===== src/rtl/chunked_adder.sv =====
// ----------------------------------------------------------------------------
// chunked_adder
//
// Multi-cycle adder/subtractor. Adds two WIDTH-bit operands CHUNK bits per
// clock. This reduces the carry chain to CHUNK bits, at the cost of N cycles
// per operation.
//
// An operation is accepted in IDLE on an edge where start=1. That edge is
// edge 0. The block then spends N edges in RUN, processing one chunk per
// edge. It spends one edge in DONE. The done pulse is a registered copy of
// the DONE state, so it is first high in the cycle after edge N+1. The
// results are stable by then.
//
// Parameters
//   WIDTH    operand/result width in bits
//   CHUNK    bits processed per cycle. WIDTH must be a multiple of CHUNK.
//
// Ports
//   clk      rising-edge clock
//   rst      synchronous active-high reset, overrides everything
//   start    request, honoured only while idle
//   a, b     operands, captured on the accepting edge
//   cin      carry-in for add mode. Ignored when subtracting.
//   sub      0: a + b + cin   1: a - b
//   busy     operation in progress (state is RUN or DONE)
//   done     one-cycle pulse: sum/cout/overflow are valid
//   sum      result. Held until the next accepted start.
//   cout     carry out of bit WIDTH-1
//   overflow two's-complement signed overflow
// ----------------------------------------------------------------------------
module chunked_adder #(
    parameter int WIDTH = 32,
    parameter int CHUNK = 8
) (
    input  logic             clk,
    input  logic             rst,
    input  logic             start,
    input  logic [WIDTH-1:0] a,
    input  logic [WIDTH-1:0] b,
    input  logic             cin,
    input  logic             sub,
    output logic             busy,
    output logic             done,
    output logic [WIDTH-1:0] sum,
    output logic             cout,
    output logic             overflow
);

    localparam int N  = WIDTH / CHUNK;
    localparam int KW = (N > 1) ? $clog2(N) : 1;
    localparam logic [KW-1:0] K_LAST = KW'(N - 1);

    typedef enum logic [1:0] {
        IDLE = 2'b00,
        RUN  = 2'b01,
        DONE = 2'b10
    } state_t;

    state_t           state_r;
    state_t           state_next_s;

    // Captured operands; b_r already holds b' (b or ~b depending on mode).
    logic [WIDTH-1:0] a_r;
    logic [WIDTH-1:0] b_r;
    logic             carry_r;
    logic [KW-1:0]    k_r;

    logic             busy_r;
    logic             done_r;
    logic [WIDTH-1:0] sum_r;
    logic             cout_r;
    logic             overflow_r;

    logic [CHUNK-1:0] a_chunk_s;
    logic [CHUNK-1:0] b_chunk_s;
    logic [CHUNK-1:0] chunk_sum_s;
    logic             chunk_cout_s;
    logic             accept_s;
    logic             last_s;
    logic             ovf_next_s;

    // Chunk adder: slice k of both operands plus the running carry.
    always_comb begin
        a_chunk_s = a_r[k_r*CHUNK +: CHUNK];
        b_chunk_s = b_r[k_r*CHUNK +: CHUNK];
        {chunk_cout_s, chunk_sum_s} = {1'b0, a_chunk_s}
                                    + {1'b0, b_chunk_s}
                                    + {{CHUNK{1'b0}}, carry_r};
        last_s = (k_r == K_LAST);
        // Only meaningful on the last chunk, which holds bit WIDTH-1.
        ovf_next_s = (a_r[WIDTH-1] == b_r[WIDTH-1]) &&
                     (chunk_sum_s[CHUNK-1] != a_r[WIDTH-1]);
    end

    // Next-state logic and the accept strobe.
    always_comb begin
        state_next_s = state_r;
        accept_s     = 1'b0;
        case (state_r)
            IDLE: begin
                if (start) begin
                    accept_s     = 1'b1;
                    state_next_s = RUN;
                end else begin
                    state_next_s = IDLE;
                end
            end
            RUN: begin
                if (last_s) begin
                    state_next_s = DONE;
                end else begin
                    state_next_s = RUN;
                end
            end
            DONE: begin
                state_next_s = IDLE;
            end
            default: begin
                state_next_s = IDLE;
            end
        endcase
    end

    // State register plus the registered busy/done status outputs.
    always_ff @(posedge clk) begin
        if (rst) begin
            state_r <= IDLE;
            busy_r  <= 1'b0;
            done_r  <= 1'b0;
        end else begin
            state_r <= state_next_s;
            busy_r  <= (state_next_s != IDLE);
            done_r  <= (state_r == DONE);
        end
    end

    // Operand capture, chunk accumulation and final flag computation.
    always_ff @(posedge clk) begin
        if (rst) begin
            a_r        <= {WIDTH{1'b0}};
            b_r        <= {WIDTH{1'b0}};
            carry_r    <= 1'b0;
            k_r        <= {KW{1'b0}};
            sum_r      <= {WIDTH{1'b0}};
            cout_r     <= 1'b0;
            overflow_r <= 1'b0;
        end else if (accept_s) begin
            // Subtraction is a + ~b + 1, so cin is replaced by a forced 1.
            a_r     <= a;
            b_r     <= sub ? ~b : b;
            carry_r <= sub ? 1'b1 : cin;
            k_r     <= {KW{1'b0}};
        end else if (state_r == RUN) begin
            sum_r[k_r*CHUNK +: CHUNK] <= chunk_sum_s;
            carry_r                   <= chunk_cout_s;
            if (last_s) begin
                k_r        <= {KW{1'b0}};
                cout_r     <= chunk_cout_s;
                overflow_r <= ovf_next_s;
            end else begin
                k_r        <= k_r + KW'(1);
            end
        end else begin
            // Results hold outside RUN.
            sum_r      <= sum_r;
            cout_r     <= cout_r;
            overflow_r <= overflow_r;
        end
    end

    assign busy     = busy_r;
    assign done     = done_r;
    assign sum      = sum_r;
    assign cout     = cout_r;
    assign overflow = overflow_r;

endmodule


===== config.mk =====
export PLATFORM = sky130hd
export DESIGN_NAME = chunked_adder
export DESIGN_NICKNAME = d
export VERILOG_FILES = /design/src/rtl/chunked_adder.sv
export SDC_FILE = /design/constraint.sdc
export NUM_CORES = 1
export LEC_CHECK = 0
export ABC_AREA = 0
export BUFFER_PORTS_ARGS = -buffer_cell sky130_fd_sc_hd__clkbuf_2
export CAP_MARGIN = 20
export CORE_MARGIN = 8
export CORE_UTILIZATION = 45
export DETAILED_ROUTE_END_ITERATION = 7
export PLACE_DENSITY = 0.68
export SYNTH_ARGS = -nofsm -noshare
export SYNTH_HDL_FRONTEND = slang
export SYNTH_SLANG_ARGS = --single-unit
export TNS_END_PERCENT = 20

===== constraint.sdc =====
create_clock -name clk -period 5.1 [get_ports clk]
set_input_delay 0.255 -clock clk [delete_from_list [all_inputs] [get_ports clk]]
set_output_delay 0.255 -clock clk [all_outputs]
set_load 0.01 [all_outputs]

==> results of run 1 <==
## power groups by stage
| stage | clock [mW] | combinational (mW) | sequential [mW] |
|---|---|---|---|
| final | 0.521 | 0.278 | 0.888 |
| after global routing | 0.568 | 0.310 | 0.894 |
| after CTS | 0.527 | 0.280 | 0.889 |
| after detailed placement | 0 | 0.279 | 0.908 |
| after global placement | 0 | 0.274 | 0.906 |
| after floorplan | 0 | 0.202 | 0.898 |
## logic make-up (layout without fill, tap and decap cells)
| logic type | Yosys count | after routing | share of synthesized area, % |
|---|---|---|---|
| compound gates | 122 | 122 | 17.5 |
| xor+xnor | 35 | 35 | 6.44 |
| fa+ha+maj | 15 | 15 | 4.26 |
| buf+inv | 45 | 133 | 3.97 |
| flops | 105 | 105 | 44.2 |
| mux | 17 | 17 | 7.79 |
| simple gates | 167 | 167 | 15.8 |
## metal layers
layer	up-vias	track usage, %	part of all wire (%)
li1	1946	-	-
met1	1782	20.9	47
met2	102	26.7	46
met3	12	4.68	5.7
met4	0	5.93	1.4
met5	-	0	0
## stage by stage
| step | instance area, um2 | power [mW] |
|---|---|---|
| final | 5520 | 1.69 |
| after global placement | 5320 | 1.18 |
| after global routing | 5520 | 1.77 |
| after floorplan | 4760 | 1.10 |
| after detailed placement | 5320 | 1.19 |
| after CTS | 5520 | 1.70 |
## final timing paths
path	start	slack [ns]	depth (start not counted)	end
setup / recovery	k_r[0]	1.79	8	sum[30]
hold / removal	a[3]	0.1	3	a_r[3]
setup reg to reg	k_r[0]	1.79	8	sum[30]
hold reg to reg	a_r[0]	0.46	2	a_r[0]
## layout make-up
class	count	area, um2
multi-input cells	356	2470
clock buffers	12	145
flip-flops and latches	105	2100
well taps	136	170
inverters	10	37.5
repair buffers	107	546
fillers	973	4760
clock inverters	4	51.3
## registers in the layout (all words and copies together) (netlist names), 2 cells and up
name,flops
a_r,32
b_r,32
sum,32
k_r,2
state_r,2
## Yosys cell counts (all sizes together), types with 3 or more instances
cell,n
o21ai,5
inv,10
a21oi,35
a211oi,33
a32oi,4
clkbuf,19
nor4,4
dfxtp,105
nor2,74
nand2,73
a22oi,31
nor3,4
mux4,16
ha,13
buf,16
nor2b,3
xnor2,34
## worst reg2reg max path, cell delays in order (launching register included)
cell	delay (ns)
dfxtp_1	0.70
buf_4	0.38
mux4_2	0.54
ha_1	0.36
nor2b_1	0.18
o31a_1	0.27
o311ai_1	0.56
a22oi_1	0.15
nor2_1	0.11
==> metrics.yaml, run 1 <==
ys_top_cells_by_area: "dfxtp_1, mux4_2, xnor2_1"
drv_slew: 0
ys_types: 46
ios: 105
yosys.area.top_type: "dfxtp_1"
synth_area_um2: 4760
switchingPower_mw: 0.467
drc_errors: 0
grt_max_degree: 106
cts_buffers: 9
critPathTopFamily: "compound AO/OA/AOI/OAI gates"
power.density_nw_per_um2: 306
first_pass_iters: 5
power_frac_clock_pct: 30.9
p_int_mw: 1.22
post-place-ws_ns: 1.81
cts_max_level: 3
p_sw_share_pct: 27.7
dp_hpwl_um: 8960
clock_path_buffers: 2
rsz0062_at_grt: "false"
cpPeakStageDelay_ns: 0.70
grt_remaining_overflow: 0
setup_viol: 0
worstSetupPathType: "reg2reg"
critPathLaunchType: "flop"
fin_ws_ns: 1.79
start_util_pct: 46.3
post_cts_resized: 0
path_clk_slew_ns: 0.09
grt_usage_pct: 16.6
clkSinkCount: 105
pwr-share-comb_pct: 16.5
finalNetCount: 673
cp_data_required_time_ns: 5.41
ys_ff_latch: 105
die_area_um2: 14100
crit_chain: "buf_4, mux4_2, ha_1, nor2b_1, o31a_1, o311ai_1, a22oi_1, nor2_1"
core.rowCount: 37
placedCellCount: 714
vias_per_cell: 5.26
die_w_um: 119
antenna_found_initial: 0
vias: 3842
synth_top_area_share_pct: 44.2
root_buffer: "clkbuf_8"
holdWs_ns: 0.0958
synth-edff-count: 0
dr.first_iter.drc_count: 285
n_antenna_cell: 0
routedWlPerCell_um: 16.2
slowest_stage: "dfxtp_1"
outcome: "finished, final reports clean"
cp.buffers_inverters: 1
grt_pass1_vias: 3914
hold_violations: 0
core_um2: 10300
portBuffers: 104
grt_pass1_wl_um: 19100
tightest_slew_ns: 1.05
skew_ns: 0.00989
cts_setup_buffers: 0
finalCritPeriodShare_pct: 65.0
maxSlewHeadroom_pct: 30.1
end_kind: "flop"
cts_tree: "built"
final_common_cell: "dfxtp_1"
ys.flop_type: "dfxtp_1"
gp_congestion: 0.848
hold_path_class: "in2reg"
maxCapViolCount: 0
path_max_fanout: 15
avgSynthCellArea_um2: 9.40
syn_nets: 590
crit_arrival_ns: 3.62
netlist_instances: 506
syn2layout_area_growth_pct: 16.0
leakagePower_nw: 2.20
finalNonFillerCells: 730
final_antenna_net_count: 0
synth_warnings: 0
clk_latency_ns: 0.37
p_seq_share_pct: 52.6
drt-total-wl_um: 11800
final_cell_mix: "dfxtp_1, clkbuf_2, nor2_1"
finalCriticalPeriod_ns: 3.31
ir_drop_mv: 0.117
finalSetupTns_ns: 0
die_h_um: 119
async_reset_ff_share_pct: 0
final_layout_size_suffix_gt1_share_pct: 24.7
hold_buffers: 0
fin_util_pct: 53.7
synth_seq_area_share_pct: 44.2
fmax_mhz: 302
Power figures use the tool's default switching activity.
==> run 2, diff against run 1 <==
--- a/config.mk
+++ b/config.mk
@@ -11,7 +11,7 @@
 export CORE_MARGIN = 8
 export CORE_UTILIZATION = 45
 export DETAILED_ROUTE_END_ITERATION = 7
-export PLACE_DENSITY = 0.68
+export PLACE_DENSITY = 0.71
 export SYNTH_ARGS = -nofsm -noshare
 export SYNTH_HDL_FRONTEND = slang
 export SYNTH_SLANG_ARGS = --single-unit
==> constraint.sdc (replaced) <==
create_clock -name clk -period 2.8 [get_ports clk]
set_input_delay 0.14 -clock clk [delete_from_list [all_inputs] [get_ports clk]]
set_output_delay 0.14 -clock clk [all_outputs]
set_load 0.01 [all_outputs]
==> run 2 against run 1 <==
Compared with the run above:
- core utilization grew 3.1 points
- critical path type unchanged
- sequential power grew 81%
- cell area grew 5.8%
- first-iteration DRC count grew 19%
- final cell count grew 3.6%
- non-clock buffer count grew 27
==> metrics.yaml, run 2 (synthesis gave the netlist of run 1 again) <==
start_util_pct: 46.3  # unchanged
power_frac_clock_pct: 32.1  # was 30.9%
grt_remaining_overflow: 0  # unchanged
rsz0062_at_grt: "false"  # unchanged
gp_congestion: 0.871  # was 0.848
finalNetCount: 700  # was 673
cts_tree: "built"  # unchanged
cts_setup_buffers: 0  # unchanged
fillers: 941  # was 973
setup_viol: 0  # unchanged
power.density_nw_per_um2: 548  # was 306 nW/um2
fmax_mhz: 372  # was 302 MHz
pwr-share-comb_pct: 17.5  # was 16.5%
p_sw_share_pct: 26.7  # was 27.7%
cpPeakStageDelay_ns: 0.52  # was 0.70 ns
syn2layout_area_growth_pct: 22.8  # was 16.0%
die_h_um: 119  # unchanged
routedWlPerCell_um: 16.2  # about the same
critPathLaunchType: "flop"  # unchanged
root_buffer: "clkbuf_8"  # unchanged
grt_pass1_vias: 4064  # was 3914
core_um2: 10300  # unchanged
drc_errors: 0  # unchanged
skew_ns: 0.0111  # was 0.00989 ns
maxCapViolCount: 0  # unchanged
slowest_stage: "mux4_2"  # was dfxtp_1
end_kind: "flop"  # unchanged
die_area_um2: 14100  # unchanged
critPathTopFamily: "compound AO/OA/AOI/OAI gates"  # unchanged
tightest_slew_ns: 1.09  # was 1.05 ns
leakagePower_nw: 2.34  # was 2.20 nW
dp_hpwl_um: 8920  # was 8960 um
crit_chain: "mux4_2, fa_2, inv_1, fa_1, nor2b_1, o31a_1, o41a_1, o21ai_0, a31oi_1"  # was buf_4, mux4_2, ha_1, nor2b_1, o31a_1, o311ai_1, a22oi_1, nor2_1
p_int_mw: 2.35  # was 1.22 mW
path_clk_slew_ns: 0.09  # about the same
cts_buffers: 9  # unchanged
path_max_fanout: 4  # was 15
hold_path_class: "in2reg"  # unchanged
dr.first_iter.drc_count: 338  # was 285
cts_max_level: 3  # unchanged
final_layout_size_suffix_gt1_share_pct: 26.1  # was 24.7%
cp_data_required_time_ns: 3.00  # was 5.41 ns
p_seq_share_pct: 50.4  # was 52.6%
n_antenna_cell: 0  # unchanged
final_cell_mix: "dfxtp_1, clkbuf_2, nor2_1"  # unchanged
hold_violations: 0  # unchanged
core.rowCount: 37  # unchanged
ios: 105  # unchanged
grt_usage_pct: 17.3  # was 16.6%
grt_max_degree: 106  # unchanged
placedCellCount: 721  # was 714
finalSetupTns_ns: 0  # unchanged
vias_per_cell: 5.31  # was 5.26
worstSetupPathType: "reg2reg"  # unchanged
portBuffers: 104  # unchanged
finalCritPeriodShare_pct: 96.1  # was 65.0%
clk_latency_ns: 0.36  # was 0.37 ns
drt-total-wl_um: 12200  # was 11800 um
clkSinkCount: 105  # unchanged
switchingPower_mw: 0.855  # was 0.467 mW
first_pass_iters: 5  # unchanged
finalCriticalPeriod_ns: 2.69  # was 3.31 ns
outcome: "finished, final reports clean"  # unchanged
grt_pass1_wl_um: 20000  # was 19100 um
maxSlewHeadroom_pct: 27.4  # was 30.1%
drv_slew: 0  # unchanged
crit_arrival_ns: 2.90  # was 3.62 ns
die_w_um: 119  # unchanged
finalNonFillerCells: 756  # was 730
vias: 4012  # was 3842
final_antenna_net_count: 0  # unchanged
ir_drop_mv: 0.284  # was 0.117 mV
cp.buffers_inverters: 1  # unchanged
clock_path_buffers: 2  # unchanged
antenna_found_initial: 0  # unchanged
[run 2: cell count changes in the layout (fill, tap and decap cells not counted), sizes merged]
cell / before / now
dlygate4sd3: 0 / 20
buf: 4 / 11
bufinv: 1 / 2
clkbuf: 115 / 114
clkinv: 1 / 2
clkinvlp: 1 / 0
inv: 11 / 10
[run 2: worst min-delay path, delay by kind of cell]
| kind | cells | cell delay (ns) |
|---|---|---|
| AOI/OAI and AO/OA | 1 | 0.05 |
| and+or+nand+nor | 1 | 0.06 |
| buffers and inverters | 1 | 0.08 |
[run 2: worst paths after layout]
path                               from       to  depth (start not counted)  slack (ns)
worst max-delay path             k_r[0]  carry_r                          9        0.11
worst min-delay path              a[26]  a_r[26]                          3       0.003
worst max register to register   k_r[0]  carry_r                          9        0.11
worst min register to register  a_r[22]  a_r[22]                          2        0.46
[run 2: stage by stage]
| stage | setup slack, ns | area (um2) | total power, mW | util, % | hold WS [ns] |
|---|---|---|---|---|---|
| final | 0.109 | 5840 | 3.20 | 56.8 | 0.00344 |
| after global routing | 0.0118 | 5840 | 3.35 | 56.8 | 0.00306 |
| after CTS | 0.0408 | 5820 | 3.21 | 56.6 | 0.000100 |
| after detailed placement | 0.0481 | 5400 | 2.18 | 52.5 | 0.372 |
| after global placement | 0.134 | 5400 | 2.16 | 52.5 | 0.369 |
| after floorplan | 0.0197 | 4770 | 2.01 | - | 0.276 |
[run 2: per-layer routing]
| layer | GRT usage, % | part of all wire [%] | vias to the layer above |
|---|---|---|---|
| li1 | - | - | 1997 |
| met5 | 0 | 0 | - |
| met3 | 4.63 | 6.2 | 24 |
| met2 | 28.3 | 46 | 131 |
| met4 | 6.88 | 2.3 | 0 |
| met1 | 21.2 | 45 | 1860 |
[run 2: power groups by stage]
stage	Combinational (mW)	Sequential, mW	Clock [mW]
2_1_floorplan	0.373	1.64	0
3_3_place_gp	0.516	1.65	0
3_5_place_dp	0.528	1.65	0
4_1_cts	0.553	1.61	1.05
5_1_grt	0.615	1.62	1.11
6_report	0.559	1.61	1.03
[run 2: repair_timing]
item | 4_1_cts | 5_1_grt
endpoints found under the setup margin | 0 | 13
endpoints found under the hold margin | 20 | 0
hold buffers | 20 | 0
gates resized for setup | 0 | 10
[run 2: area by class of cell]
type / instances / area (um2) / area share [%]
Clock buffer: 11 / 141 / 2.42
Sequential cell: 105 / 2110 / 36.1
Multi-Input combinational cell: 356 / 2490 / 42.6
Inverter: 10 / 37.5 / 0.643
Clock inverter: 4 / 77.6 / 1.33
Tap cell: 136 / 170 / 2.91
Timing Repair Buffer: 134 / 818 / 14.0
==> run 3, diff against run 2 <==
--- a/config.mk
+++ b/config.mk
@@ -8,7 +8,6 @@
 export ABC_AREA = 0
 export BUFFER_PORTS_ARGS = -buffer_cell sky130_fd_sc_hd__clkbuf_2
 export CAP_MARGIN = 20
-export CORE_MARGIN = 8
 export CORE_UTILIZATION = 45
 export DETAILED_ROUTE_END_ITERATION = 7
 export PLACE_DENSITY = 0.71
==> run 3 against run 2 <==
Compared with the run above:
- via count is 0.12% higher
- critical path type unchanged
- clock power is 19% lower
- power is 5.5% lower
- sequential share of layout area hardly changed
- fmax is 0.58% lower
- combinational power is 3% higher
- hold slack better by 0.0073 ns
- register-to-register slack worse by 0.02 ns
==> metrics.yaml, run 3 (synthesis gave the netlist of run 1 again) <==
grt.busiest_layer: "met2"  # unchanged
clkSinkCount: 105  # unchanged
root_buffer: "clkbuf_8"  # unchanged
outcome: "finished, final reports clean"  # unchanged
first_pass_iters: 5  # unchanged
cts_max_level: 3  # unchanged
grt_pass1_vias: 3734  # was 4064
crit_path_start: "k_r[0]"  # unchanged
finalCriticalPeriod_ns: 2.71  # was 2.69 ns
finalCritPeriodShare_pct: 96.7  # was 96.1%
final_antenna_net_count: 0  # unchanged
rr_startpoint: "k_r[0]"  # unchanged
finalSetupTns_ns: 0  # unchanged
portBuffers: 104  # unchanged
grtUsageMet3_pct: 3.81  # was 4.63%
final_layout_size_suffix_gt1_share_pct: 26.7  # was 26.1%
finalNetCount: 702  # was 700
r2r_cells: 9  # unchanged
worstSetupPathType: "reg2reg"  # unchanged
tightest_slew_ns: 1.05  # was 1.09 ns
end_kind: "flop"  # unchanged
p_seq_share_pct: 53.3  # was 50.4%
core_um2: 10300  # unchanged
path_clk_slew_ns: 0.10  # was 0.09 ns
clock_path_buffers: 2  # unchanged
crit_chain: "mux4_2, fa_2, inv_2, fa_2, nor2b_2, o31a_1, o41a_1, o21ai_1, a31oi_1"  # was mux4_2, fa_2, inv_1, fa_1, nor2b_1, o31a_1, o41a_1, o21ai_0, a31oi_1
drt-total-wl_um: 11100  # was 12200 um
p_sw_share_pct: 28.9  # was 26.7%
crit_arrival_ns: 2.91  # was 2.90 ns
grt_usage_pct: 20.7  # was 17.3%
grt_pass1_wl_um: 18100  # was 20000 um
final_common_cell: "dfxtp_1"
critPathLaunchType: "flop"  # unchanged
drv_slew: 0  # unchanged
skew_ns: 0.0125  # was 0.0111 ns
power_frac_clock_pct: 27.7  # was 32.1%
crit_path_frequent_cell: "fa_2"
final_cell_mix: "dfxtp_1, clkbuf_2, nor2_1"  # unchanged
switchingPower_mw: 0.874  # was 0.855 mW
power_mw: 3.03  # was 3.20 mW
post-place-ws_ns: 0.0255  # was 0.0481 ns
drc_errors: 0  # unchanged
fin_ws_ns: 0.0932  # was 0.109 ns
routedWlPerCell_um: 14.7  # was 16.2 um
hold_path_class: "in2reg"  # unchanged
fmax_mhz: 369  # was 372 MHz
vias_per_cell: 5.30  # was 5.31
use_met1_pct: 29.1  # was 21.2%
dp_hpwl_um: 8120  # was 8920 um
vias: 4017  # was 4012
cpPeakStageDelay_ns: 0.52  # about the same
die_w_um: 105  # was 119 um
die_h_um: 105  # was 119 um
antenna_found_initial: 0  # unchanged
start_util_pct: 46.3  # unchanged
slowest_stage: "mux4_2"  # unchanged
fin_util_pct: 56.8  # about the same
leakagePower_nw: 2.33  # was 2.34 nW
grt_remaining_overflow: 0  # unchanged
clk_latency_ns: 0.36  # about the same
die_area_um2: 11000  # was 14100 um2
syn2layout_area_growth_pct: 22.6  # was 22.8%
maxSlewHeadroom_pct: 30.0  # was 27.4%
cts_tree: "built"  # unchanged
power.density_nw_per_um2: 519  # was 548 nW/um2
p_int_mw: 2.15  # was 2.35 mW
path_max_fanout: 4  # unchanged
cp_data_required_time_ns: 3.00  # about the same
dr.first_iter.drc_count: 224  # was 338
ios: 105  # unchanged
ir_drop_mv: 0.318  # was 0.284 mV
cts_setup_buffers: 0  # unchanged
cts_buffers: 9  # unchanged
rsz0062_at_grt: "true"  # was false
holdWs_ns: 0.0108  # was 0.00344 ns
grt_use_met2_pct: 32.9  # was 28.3%
pwr-share-comb_pct: 19.0  # was 17.5%
gp_congestion: 0.840  # was 0.871
core.rowCount: 37  # unchanged
r2r_end: "carry_r"  # unchanged
setup_viol: 0  # unchanged
crit_end: "carry_r"  # unchanged
n_antenna_cell: 0  # unchanged
maxCapViolCount: 0  # unchanged
hold_violations: 0  # unchanged
grt_max_degree: 106  # unchanged
rrSetupSlack_ns: 0.09  # was 0.11 ns
[run 3: changes by cell type in the layout (fill, tap and decap cells not counted), moves of 2 or more]
cell / change
bufinv_16: -2
clkinv_2: +2
dlygate4sd3_1: +2
inv_6: +2
[run 3: layer usage]
layer / routed length (um) / up-vias
li1: - / 2010
met1: 5310 / 1884
met2: 5180 / 107
met3: 497 / 16
met4: 149 / 0
met5: 0 / -
[run 3: what timing repair did]
item,CTS,global route
hold endpoints to repair,18,4
hold buffers,18,4
endpoints found under the setup margin,0,12
resized for setup,0,15
[run 3: worst min-delay path by stage]
stage                     start      end  slack [ns]  cells after the start
after floorplan            a[0]   a_r[0]        0.28                      2
after global placement    a[21]  a_r[21]        0.37                      3
after detailed placement  a[25]  a_r[25]        0.37                      3
after CTS                 a[19]  a_r[19]       0.002                      3
after global routing       a[0]   a_r[0]       0.009                      3
final                     a[18]  a_r[18]        0.01                      3
[run 3: final cells by class]
class	count	area (um2)
Fill cell	925	4440
Multi-Input combinational cell	356	2510
Sequential cell	105	2110
Timing Repair Buffer	136	838
Tap cell	136	170
Clock buffer	9	124
Clock inverter	6	43.8
Inverter	10	37.5
[run 3: stage by stage]
step | area [um2] | cells
4_1_cts | 5740 | 754
3_3_place_gp | 5400 | 721
5_1_grt | 5830 | 758
3_5_place_dp | 5400 | 721
6_report | 5830 | 758
2_1_floorplan | 4770 | 506
[run 3: worst max-delay path, delay by kind of cell (launching register included)]
| family | cells | cell delay [ns] |
|---|---|---|
| buffers and inverters | 1 | 0.07 |
| AOI/OAI and AO/OA | 4 | 0.87 |
| adders and majority gates | 2 | 0.62 |
| muxes | 1 | 0.52 |
| and+or+nand+nor | 1 | 0.07 |
| DFF | 1 | 0.39 |
[run 3: power groups by stage]
stage / registers (mW) / clock network (mW) / logic [mW]
after detailed placement: 1.65 / 0 / 0.531
final: 1.61 / 0.837 / 0.574
after global placement: 1.65 / 0 / 0.519
after floorplan: 1.64 / 0 / 0.373
after CTS: 1.61 / 0.854 / 0.552
after global routing: 1.62 / 0.920 / 0.631
